## src/rtl/arith_pkg.sv

```systemverilog
// Shared encodings for the arith_pipeline feeder: pipeline modes, job opcodes, FSM states.
package arith_pkg;

  localparam logic [1:0] MODE_EXP  = 2'd0;
  localparam logic [1:0] MODE_DIV  = 2'd1;
  localparam logic [1:0] MODE_GELU = 2'd2;
  localparam logic [1:0] MODE_AGG  = 2'd3;

  localparam logic [1:0] OP_SOFTMAX = 2'd0;
  localparam logic [1:0] OP_GELU    = 2'd1;
  localparam logic [1:0] OP_AGG     = 2'd2;
  localparam logic [1:0] OP_RSVD    = 2'd3;

  typedef enum logic [2:0] {
    S_IDLE,
    S_LOAD,
    S_EXP,
    S_DRAIN,
    S_DIV,
    S_GELU,
    S_AGG,
    S_DONE
  } feed_state_e;

  // First issue state for a job; reserved ops go straight to DONE.
  function automatic feed_state_e first_pass(input logic [1:0] op);
    case (op)
      OP_SOFTMAX: return S_EXP;
      OP_GELU:    return S_GELU;
      OP_AGG:     return S_AGG;
      default:    return S_DONE;
    endcase
  endfunction

  function automatic logic [1:0] pass_mode(input feed_state_e s);
    case (s)
      S_EXP:   return MODE_EXP;
      S_DIV:   return MODE_DIV;
      S_GELU:  return MODE_GELU;
      default: return MODE_AGG;
    endcase
  endfunction

endpackage

```

## src/rtl/arith_feed_buf.sv

```systemverilog
// Vector buffer: DEPTH x {psum,data} register file, one write port, one combinational read port.
module arith_feed_buf #(
  parameter int unsigned DEPTH = 8,
  parameter int unsigned AW    = $clog2(DEPTH)
) (
  input  logic          clk,
  input  logic          we,
  input  logic [AW-1:0] waddr,
  input  logic [31:0]   wdata,
  input  logic [AW-1:0] raddr,
  output logic [31:0]   rdata
);

  logic [31:0] mem [DEPTH];

  always_ff @(posedge clk) begin
    if (we) mem[waddr] <= wdata;
  end

  assign rdata = mem[raddr];

endmodule

```

## src/rtl/arith_feeder.sv

```systemverilog
// Transmit side of the arith_pipeline input: buffers one result vector, then replays it
// as registered beats in the mode order the job needs (exp, drain, div for softmax).
module arith_feeder
  import arith_pkg::*;
#(
  parameter int unsigned DEPTH     = 8,
  parameter int unsigned DRAIN_CYC = 4
) (
  input  logic        clk,
  input  logic        rst_n,
  input  logic        cmd_valid,
  output logic        cmd_ready,
  input  logic [1:0]  cmd_op,
  input  logic        wr_valid,
  output logic        wr_ready,
  input  logic [15:0] wr_data,
  input  logic [15:0] wr_psum,
  input  logic        wr_last,
  output logic        out_valid,
  output logic [15:0] out_data,
  output logic [15:0] out_psum,
  output logic [1:0]  out_mode,
  output logic        busy,
  output logic        done,
  output logic        err
);

  localparam int unsigned CW  = $clog2(DEPTH + 1);
  localparam int unsigned AW  = $clog2(DEPTH);
  localparam int unsigned DCW = $clog2(DRAIN_CYC + 1);

  feed_state_e    state_q, state_d;
  logic [1:0]     op_q, op_d;
  logic [CW-1:0]  count_q, count_d;
  logic [CW-1:0]  rd_ptr_q, rd_ptr_d;
  logic [DCW-1:0] drain_q, drain_d;
  logic           out_valid_d;
  logic [15:0]    out_data_d, out_psum_d;
  logic [1:0]     out_mode_d;
  logic           wr_fire;
  logic [31:0]    rd_entry;

  assign cmd_ready = (state_q == S_IDLE);
  assign busy      = (state_q != S_IDLE);
  assign wr_ready  = (state_q == S_LOAD) && (count_q < CW'(DEPTH));
  assign done      = (state_q == S_DONE);
  assign err       = (state_q == S_DONE) && (op_q == OP_RSVD);
  assign wr_fire   = wr_valid && wr_ready;

  arith_feed_buf #(
    .DEPTH(DEPTH)
  ) u_buf (
    .clk   (clk),
    .we    (wr_fire),
    .waddr (count_q[AW-1:0]),
    .wdata ({wr_psum, wr_data}),
    .raddr (rd_ptr_q[AW-1:0]),
    .rdata (rd_entry)
  );

  always_ff @(posedge clk) begin
    if (!rst_n) begin
      state_q   <= S_IDLE;
      op_q      <= '0;
      count_q   <= '0;
      rd_ptr_q  <= '0;
      drain_q   <= '0;
      out_valid <= 1'b0;
      out_data  <= '0;
      out_psum  <= '0;
      out_mode  <= '0;
    end else begin
      state_q   <= state_d;
      op_q      <= op_d;
      count_q   <= count_d;
      rd_ptr_q  <= rd_ptr_d;
      drain_q   <= drain_d;
      out_valid <= out_valid_d;
      out_data  <= out_data_d;
      out_psum  <= out_psum_d;
      out_mode  <= out_mode_d;
    end
  end

  always_comb begin
    state_d     = state_q;
    op_d        = op_q;
    count_d     = count_q;
    rd_ptr_d    = rd_ptr_q;
    drain_d     = drain_q;
    out_valid_d = out_valid;
    out_data_d  = out_data;
    out_psum_d  = out_psum;
    out_mode_d  = out_mode;

    case (state_q)
      S_IDLE: begin
        if (cmd_valid) begin
          op_d     = cmd_op;
          count_d  = '0;
          rd_ptr_d = '0;
          state_d  = S_LOAD;
        end
      end

      S_LOAD: begin
        if (wr_fire) begin
          count_d = count_q + 1'b1;
          if (wr_last || (count_q == CW'(DEPTH - 1))) begin
            state_d = first_pass(op_q);
            if (op_q != OP_RSVD) begin
              // Entry 0 is still being written on a 1-entry vector, so bypass the buffer.
              out_valid_d              = 1'b1;
              {out_psum_d, out_data_d} = (count_q == '0) ? {wr_psum, wr_data} : rd_entry;
              out_mode_d               = pass_mode(first_pass(op_q));
              rd_ptr_d                 = CW'(1);
            end
          end
        end
      end

      S_EXP, S_DIV, S_GELU, S_AGG: begin
        if (rd_ptr_q < count_q) begin
          out_valid_d              = 1'b1;
          {out_psum_d, out_data_d} = rd_entry;
          out_mode_d               = pass_mode(state_q);
          rd_ptr_d                 = rd_ptr_q + 1'b1;
        end else begin
          out_valid_d = 1'b0;
          rd_ptr_d    = '0;
          drain_d     = '0;
          state_d     = (state_q == S_EXP) ? S_DRAIN : S_DONE;
        end
      end

      S_DRAIN: begin
        if (drain_q == DCW'(DRAIN_CYC - 1)) begin
          out_valid_d              = 1'b1;
          {out_psum_d, out_data_d} = rd_entry;
          out_mode_d               = MODE_DIV;
          rd_ptr_d                 = CW'(1);
          state_d                  = S_DIV;
        end else begin
          drain_d = drain_q + 1'b1;
        end
      end

      S_DONE: state_d = S_IDLE;

      default: state_d = S_IDLE;
    endcase
  end

endmodule

```

## config.mk

```make
export PLATFORM = sky130hd
export DESIGN_NAME = arith_feeder
export DESIGN_NICKNAME = d
export VERILOG_FILES = /design/src/rtl/arith_pkg.sv /design/src/rtl/arith_feed_buf.sv /design/src/rtl/arith_feeder.sv
export SDC_FILE = /design/constraint.sdc
export NUM_CORES = 1
export LEC_CHECK = 0
export ABC_AREA = 1
export CAP_MARGIN = 40
export CELL_PAD_IN_SITES_DETAIL_PLACEMENT = 1
export CELL_PAD_IN_SITES_GLOBAL_PLACEMENT = 2
export CORE_MARGIN = 3
export CORE_UTILIZATION = 43
export CTS_BUF_LIST = sky130_fd_sc_hd__clkbuf_8
export CTS_CLUSTER_DIAMETER = 100
export CTS_CLUSTER_SIZE = 8
export DETAILED_ROUTE_END_ITERATION = 10
export PLACE_DENSITY = 0.95
export RECOVER_POWER = 100
export SLEW_MARGIN = 30
export SYNTH_ARGS = -nofsm -noshare
export SYNTH_HDL_FRONTEND = slang
export SYNTH_SLANG_ARGS = --single-unit
```

## constraint.sdc

```tcl
create_clock -name clk -period 10.1 [get_ports clk]
set_input_delay 2.525 -clock clk [delete_from_list [all_inputs] [get_ports clk]]
set_output_delay 2.525 -clock clk [all_outputs]
set_load 0.02 [all_outputs]
```

==> impl_metrics.ini, run 1 <==
[status]
status = complete, but fails checks
violations = capacitance limit, slew limit

[sta]
worst_pin_slew_ns = 1.86
tns_ns = 0
clock-skew-final_ns = 0.00917
maxSlewHeadroom = -0.242
maxSlewViolCount = 63
clock.fmax_mhz = 181
post-route-period-util = 0.548
setup_viol = 0
period_needed_ns = 5.54
rsz0062_at_grt = no
hold_violations = 0

[synth]
synth_top_area_cell = edfxtp_1
synth_cells = 1384
synth_commonest_cells = 390 x nand2_1, 256 x edfxtp_1, 212 x nor2_1
syn_area_per_cell_um2 = 9.70
ys_types = 29
synth-main-ff-cell = edfxtp_1
ys_warn_count = 0
ys_ff_latch = 310
synth_edf_count = 256
synthDominantCellAreaShare = 0.573
async_flop_share = 0
syn-num-nets = 1431
ys_top_cells_by_area = edfxtp_1 57%, nand2_1 11%, dfxtp_1 8.1%, nor2_1 5.9%, nand3_1 5.3%
synth_most_common_cell = nand2_1
syn_area_um2 = 13400
yosysSeqAreaShare = 0.653

[layout]
drive_above_1_share = 0.0737
final_cells = 1888
area_delta_synth_final_pct = 13.3
nets = 1510
n_antenna_cell = 0

[clock_tree]
postCtsHoldBufs = 0
cts_resized = 0
numClockSinks = 310
postCtsSetupRepairBufs = 0
clk_path_buf_depth = 3
h-tree-depth = 2
cts_tree = done
clock_latency_ns = 0.55
root_buffer = clkbuf_8
clkTransAtPathRegs_ns = 0.07
numCtsBuffers = 44

[global_route]
antenna_found_initial = 2
grt_max_degree = 61
grt_pass1_vias = 10593
grt_pass1_wl_um = 55500
grt_usage = 0.209
overflow = 0

[floorplan]
rows = 64
fp.coreArea_um2 = 30700
die-area_um2 = 33400
die_w_um = 183
start_util = 0.438
io_pins = 79
die_h_um = 183

[placement]
dp_hpwl_um = 21600
placed_cells = 1813
port_buffers = 78
place_congestion = 0.818

[pwr]
p_leak_nw = 6.28
power_density_nw_per_um2 = 235
ir_drop_mv = 0.157

[setup_path]
slowest_stage = nor2_1
start_kind = input pin
path_cells = dlygate4sd3_1 -> nand2_1 -> inv_1 -> nand2_1 -> nor2_1 -> clkbuf_1
required_ns = 10.26
cp_max_fo = 17
worstSetupPathType = in -> reg
critPathCaptureType = flip-flop
timing.critical_path.mode_cell = nand2_1
slowest_delay_ns = 1.33
cp.arrival_ns = 5.70

[route]
final_antenna_net_count = 0
avgRoutedWirePerCell_um = 18.3
drt_iter0_drc = 688
vias_per_cell = 5.13
drt-total-wl_um = 34600
via_count = 9677
drtPass1Iterations = 5
drc = 0

[min_path]
hold_path_class = reg -> reg

[job]
cap_violations = 3
[critical path, delay by kind of cell]
kind / cells / cell delay (ns)
buffers and inverters: 3 / 1.59
and+or+nand+nor: 3 / 1.58
[cells in the final DEF (no fill, tap or decap), types with 3 or more instances in the layout]
master	netlist	layout
nand3_1	141	141
clkdlybuf4s50_1	0	3
clkbuf_8	0	46
ha_1	8	8
nand2_1	390	391
inv_2	7	7
edfxtp_1	256	256
dlygate4sd3_1	0	74
buf_4	2	8
or2_2	35	35
clkbuf_1	24	14
nor3_1	5	5
o21ai_1	6	6
nor2_1	212	213
o21ai_0	36	37
nand2_2	4	3
a21oi_1	25	25
inv_1	123	152
dfxtp_1	54	51
[through the flow]
step | util | hold slack, ns | area, µm² | setup slack (ns) | power (mW)
after detailed placement | 0.479 | 0.473 | 14700 | 5.44 | 2.77
after floorplan | - | 0.467 | 13400 | 4.64 | 2.42
after global placement | 0.474 | 0.463 | 14500 | 5.38 | 2.71
final | 0.496 | 0.473 | 15200 | 4.56 | 3.58
after global routing | 0.496 | 0.511 | 15200 | 4.26 | 3.83
after CTS | 0.503 | 0.488 | 15400 | 5.38 | 3.65
[logic make-up (layout without fill, tap and decap cells)]
| kind of cell | count (synthesis) | after routing | share of synthesized area |
|---|---|---|---|
| compound gates | 70 | 70 | 0.0268 |
| xor+xnor | 2 | 2 | 0.00131 |
| fa+ha+maj | 8 | 8 | 0.00746 |
| buf+inv | 197 | 305 | 0.0623 |
| flops | 310 | 310 | 0.653 |
| simple gates | 797 | 797 | 0.249 |
[worst paths after layout]
check	startpoint	endpoint	slack, ns	cells past startpoint
hold reg to reg	out_psum[10]	out_psum[10]	0.47	2
setup reg to reg	state_q[1]	u_buf.mem[6][16]	6.21	8
setup / recovery	wr_valid	u_buf.mem[6][16]	4.56	6
hold / removal	out_psum[10]	out_psum[10]	0.47	2
[per-layer routing]
metal / track usage / routed length (µm) / up-vias
li1: - / - / 4644
met1: 0.264 / 14800 / 4787
met2: 0.376 / 17700 / 188
met3: 0.0323 / 1410 / 54
met4: 0.0555 / 617 / 4
met5: 0 / 27 / -
[power by group]
group / switching (mW) / internal, mW / total [mW]
sequential: 0.0588 / 1.48 / 1.54
combinational: 0.794 / 0.365 / 1.16
clock: 0.458 / 0.417 / 0.875
total: 1.31 / 2.26 / 3.58
[layout make-up]
cell class,count,area [µm²]
well taps,396,495
inverters,130,488
clock inverters,29,109
fillers,3437,15500
flip-flops and latches,310,8770
clock buffers,46,633
multi-input cells,877,3810
repair buffers,100,903
[registers in the layout, summed over array words and instances (netlist names), named ones only]
register   count
out_valid      1
u_buf.mem    256
op_q           2
rd_ptr_q       4
out_data      16
count_q        4
drain_q        3
out_mode       2
out_psum      16
state_q        3
Power figures use the tool's default switching activity.
==> run 2, diff against run 1 <==
--- a/config.mk
+++ b/config.mk
@@ -10,12 +10,12 @@
 export CELL_PAD_IN_SITES_DETAIL_PLACEMENT = 1
 export CELL_PAD_IN_SITES_GLOBAL_PLACEMENT = 2
 export CORE_MARGIN = 3
-export CORE_UTILIZATION = 43
+export CORE_UTILIZATION = 40
 export CTS_BUF_LIST = sky130_fd_sc_hd__clkbuf_8
 export CTS_CLUSTER_DIAMETER = 100
 export CTS_CLUSTER_SIZE = 8
 export DETAILED_ROUTE_END_ITERATION = 10
-export PLACE_DENSITY = 0.95
+export PLACE_DENSITY = 0.92
 export RECOVER_POWER = 100
 export SLEW_MARGIN = 30
 export SYNTH_ARGS = -nofsm -noshare
==> constraint.sdc (replaced) <==
create_clock -name clk -period 5.3 [get_ports clk]
set_input_delay 1.325 -clock clk [delete_from_list [all_inputs] [get_ports clk]]
set_output_delay 1.325 -clock clk [all_outputs]
set_load 0.02 [all_outputs]
==> run 2 against run 1 <==
  * The flow still finishes with violations (capacitance limit, slew limit)
  * First-iteration DRC count down 18%
  * Clock skew up 0.014 ns
  * Die area up 7.2%
  * Flip-flop and latch count unchanged
  * Critical path type unchanged
  * Non-clock buffer count down 2
  * Clock power up 92%
  * Sequential share of layout area down 0.41 points
  * Highest routed layer unchanged
  * Critical path depth unchanged
  * Combinational power up 91%
==> impl_metrics.ini, run 2 (synthesis results as in run 1) <==
[sta]
setup_viol = 0
tns_ns = 0
period_needed_ns = 4.16
hold_violations = 0
maxSlewViolCount = 172
worst_pin_slew_ns = 2.46
post-route-period-util = 0.785
rsz0062_at_grt = no
maxSlewHeadroom = -0.640
clock-skew-final_ns = 0.0237
clock.fmax_mhz = 240

[layout]
layout_commonest_cell = nand2_1
layout_common_cells = 392 x nand2_1, 256 x edfxtp_1, 213 x nor2_1
final_area_um2 = 15300
final_cells = 1938
n_antenna_cell = 0
nets = 1508
drive_above_1_share = 0.0749
largest_register_ffs = 256
regMostFlops = u_buf.mem
reg_top3 = u_buf.mem (256), out_data (16), out_psum (16)
area_delta_synth_final_pct = 14.1

[setup_path]
cp_max_fo = 20
required_ns = 5.44
r2r_setup_slack_ns = 1.58
r2r_start = state_q[1]
r2r_cells = 8
critPathCaptureType = flip-flop
cp.arrival_ns = 4.30
rr_endpoint = u_buf.mem[7][31]
start_kind = input pin
worstSetupPathType = in -> reg

[job]
cap_violations = 6

[placement]
placed_cells = 1857
place_congestion = 0.780
post_dp_cell_area_um2 = 14700
dp_hpwl_um = 21500
port_buffers = 78

[route]
drt_iter0_drc = 564
vias_per_cell = 4.99
met2_length_um = 18100
highest_layer = met5
final_antenna_net_count = 0
met1Wirelength_um = 14900
wl_met3_um = 1450
drc = 0
drt-total-wl_um = 35200
drtPass1Iterations = 5
via_count = 9671
avgRoutedWirePerCell_um = 18.2

[clock_tree]
postCtsSetupRepairBufs = 0
clock_latency_ns = 0.55
root_buffer = clkbuf_8
numCtsBuffers = 44
clkTransAtPathRegs_ns = 0.07
postCtsHoldBufs = 0
clk_path_buf_depth = 3
cts_resized = 0
h-tree-depth = 2
cts_tree = done
numClockSinks = 310

[pwr]
ir_drop_mv = 0.264
power_density_nw_per_um2 = 447
p_leak_nw = 6.32
p_total_mw = 6.85

[floorplan]
die-area_um2 = 35800
start_util = 0.409
io_pins = 79
die_h_um = 189
fp.coreArea_um2 = 32800
rows = 66
die_w_um = 189

[min_path]
min_to = out_psum[13]
hold_path_class = reg -> reg
holdPathStages = 2
min-delay-start = out_psum[13]

[global_route]
grt_max_degree = 68
grt_usage = 0.197
grt_pass1_vias = 10498
grt_pass1_wl_um = 56100
antenna_found_initial = 1
overflow = 0

[status]
status = complete, but fails checks
violations = capacitance limit, slew limit
## run 2: cell count changes in the layout (fill, tap and decap cells not counted), sizes merged
cell / previous run / this run
buf: 9 / 12
clkbuf: 60 / 54
clkdlybuf4s50: 3 / 2
clkinvlp: 0 / 1
dlygate4sd3: 74 / 75
inv: 159 / 165
## run 2: routing by layer
metal / vias up / track usage
met5: - / 0
met4: 2 / 0.0504
li1: 4644 / -
met3: 56 / 0.0294
met2: 203 / 0.363
met1: 4766 / 0.242
## run 2: cell type report
class	instances	area, µm²
clock inverter	36	144
tap	442	553
inverter	130	488
clock buffer	45	619
multi-input combinational	877	3790
timing repair buffer	98	955
sequential	310	8770
fill	3758	17500
## run 2: worst max-delay path, cell delays in order
cell and delay, ns:
dlygate4sd3_1 0.58, nand2_1 0.12, inv_1 0.09, nand2_1 0.11
nor2_1 0.96, clkbuf_1 1.11
## run 2: power breakdown
part	leakage (nW)	switching, mW	internal, mW
Clock	0.509	0.894	0.790
Combinational	3.06	1.49	0.718
Sequential	2.75	0.130	2.83
Total	6.32	2.52	4.33
## run 2: worst max path at each step
stage,slack (ns),endpoint,start
floorplan,1.04,u_buf.mem[4][0],wr_valid
global placement,1.80,u_buf.mem[2][16],wr_valid
detailed placement,1.93,u_buf.mem[2][16],wr_valid
CTS,1.82,wr_ready,state_q[1]
global route,0.95,u_buf.mem[7][6],wr_valid
finish,1.14,u_buf.mem[7][31],wr_valid
## run 2: metrics by stage
step            util  setup WS, ns  hold slack [ns]
3_5_place_dp   0.449          1.93            0.474
6_report       0.467          1.14            0.475
4_1_cts        0.473          1.82            0.490
5_1_grt        0.467         0.949            0.506
3_3_place_gp   0.444          1.80            0.464
2_1_floorplan      -          1.04            0.467
==> run 3, diff against run 2 <==
==> constraint.sdc (replaced) <==
create_clock -name clk -period 4.3 [get_ports clk]
set_input_delay 1.075 -clock clk [delete_from_list [all_inputs] [get_ports clk]]
set_output_delay 1.075 -clock clk [all_outputs]
set_load 0.02 [all_outputs]
==> run 3 against run 2 <==
  * The run still ends with capacitance limit, slew limit left
  * Worst setup slack got worse by 0.47 ns
  * Utilization rose by 0.19 points
  * Cell count fell by 0.10%
  * Sequential share of layout area fell by 0.24 points
  * Flip-flop and latch count did not move
  * Cell area rose by 0.42%
  * Clock power rose by 24%
  * First-iteration DRC count fell by 5.3%
  * Die area did not move
  * Total power rose by 24%
  * Sequential power rose by 23%
  * Clock-buffer cell count rose by 1
  * Critical path type unchanged
==> impl_metrics.ini, run 3 (synthesis results as in run 1) <==
[sta]
post-route-period-util = 0.843
maxSlewHeadroom = -0.497
period_needed_ns = 3.62
clock.fmax_mhz = 276
tns_ns = 0
hold_violations = 0
setup_viol = 0
maxSlewViolCount = 167
rsz0062_at_grt = no
worst_pin_slew_ns = 2.25
clock-skew-final_ns = 0.0186

[clock_tree]
numCtsBuffers = 44
clkTransAtPathRegs_ns = 0.07
numClockSinks = 310
clk_path_buf_depth = 3
postCtsSetupRepairBufs = 0
h-tree-depth = 2
clock_latency_ns = 0.56
cts_tree = done
postCtsHoldBufs = 0
cts_resized = 0
root_buffer = clkbuf_8

[global_route]
overflow = 0
grt_max_degree = 81
grt_usage = 0.199
antenna_found_initial = 2
grt_pass1_wl_um = 56800
grt_pass1_vias = 10686

[floorplan]
die_h_um = 189
die-area_um2 = 35800
rows = 66
io_pins = 79
fp.coreArea_um2 = 32800
start_util = 0.409
die_w_um = 189

[route]
drt-total-wl_um = 35100
avgRoutedWirePerCell_um = 18.1
drt_iter0_drc = 534
vias_per_cell = 5.00
drc = 0
final_antenna_net_count = 0
drtPass1Iterations = 5
via_count = 9684

[pwr]
ir_drop_mv = 0.399
power_density_nw_per_um2 = 551
clockPowerShare = 0.246
comb_power_share = 0.323
p_seq_frac = 0.431
p_sw_frac = 0.368
p_leak_nw = 6.36
switchingPower_mw = 3.11
intPower_mw = 5.36

[setup_path]
r2r_setup_slack_ns = 0.83
rr_endpoint = u_buf.mem[6][20]
critPathCaptureType = flip-flop
worstSetupPathType = in -> reg
r2r_cells = 8
start_kind = input pin
cp.arrival_ns = 3.87
r2r_start = state_q[1]
cp_max_fo = 18
required_ns = 4.55

[layout]
layout_commonest_cell = nand2_1
area_delta_synth_final_pct = 14.6
largest_register_ffs = 256
regMostFlops = u_buf.mem
nets = 1506
nFillCells = 3722
reg_top3 = u_buf.mem (256), out_data (16), out_psum (16)
n_antenna_cell = 0
multi_input_area_um2 = 3800
drive_above_1_share = 0.0817
final_util = 0.469
seqCellArea_um2 = 8770
layout_common_cells = 391 x nand2_1, 256 x edfxtp_1, 213 x nor2_1

[min_path]
holdPathStages = 2
min-delay-start = out_psum[11]
hold_path_class = reg -> reg
min_to = out_psum[11]

[placement]
dp_hpwl_um = 21200
port_buffers = 78
place_congestion = 0.770

[status]
status = complete, but fails checks
violations = capacitance limit, slew limit

[job]
cap_violations = 7
run 3: cell count changes in the layout (fill, tap and decap cells not counted), moves of 2 or more:
| cell | before | now |
|---|---|---|
| clkbuf_1 | 9 | 2 |
| buf_12 | 1 | 6 |
| clkbuf_2 | 0 | 3 |
| nor3_1 | 5 | 3 |
| nor3_2 | 0 | 2 |
run 3: area by class of cell:
type | instances | area share
Clock buffer | 46 | 0.0412
Multi-Input combinational cell | 877 | 0.247
Tap cell | 442 | 0.0359
Inverter | 130 | 0.0317
Sequential cell | 310 | 0.570
Clock inverter | 35 | 0.00903
Timing Repair Buffer | 96 | 0.0646
run 3: worst max-delay path by stage:
stage | endpoint | slack (ns) | start
after floorplan | u_buf.mem[4][0] | 0.29 | wr_valid
after detailed placement | u_buf.mem[6][25] | 1.06 | wr_valid
after global placement | u_buf.mem[7][20] | 1.16 | wr_valid
after global routing | u_buf.mem[1][31] | 0.50 | wr_valid
final | u_buf.mem[6][20] | 0.68 | wr_valid
after CTS | err | 1.05 | state_q[0]
run 3: power groups by stage:
| stage | Sequential (mW) | Combinational, mW | Clock [mW] |
|---|---|---|---|
| after global placement | 3.71 | 2.71 | 0 |
| after CTS | 3.66 | 2.85 | 2.14 |
| after floorplan | 3.76 | 1.92 | 0 |
| after global routing | 3.69 | 3.13 | 2.27 |
| final | 3.65 | 2.73 | 2.09 |
| after detailed placement | 3.72 | 2.83 | 0 |
run 3: layer usage:
layer	global-route usage	wire length, µm	up-vias
li1	-	-	4640
met1	0.244	15100	4798
met2	0.362	17900	196
met3	0.0354	1530	46
met4	0.0516	514	4
met5	0	27	-
run 3: metrics by stage:
step                      instances  area (µm²)  power [mW]  setup slack [ns]  hold WS [ns]
after floorplan                1384       13400        5.68             0.294         0.467
after global placement         1853       14600        6.42              1.16         0.461
after detailed placement       1855       14700        6.55              1.06         0.475
after CTS                      1936       15500        8.64              1.05         0.490
after global routing           1936       15400        9.08             0.496         0.512
final                          1936       15400        8.47             0.676         0.483
run 3: critical path, stage by stage:
cell	delay, ns
dlygate4sd3_1	0.57
nand2_1	0.11
inv_1	0.09
nand2_1	0.14
nor2_1	1.60
buf_12	0.26
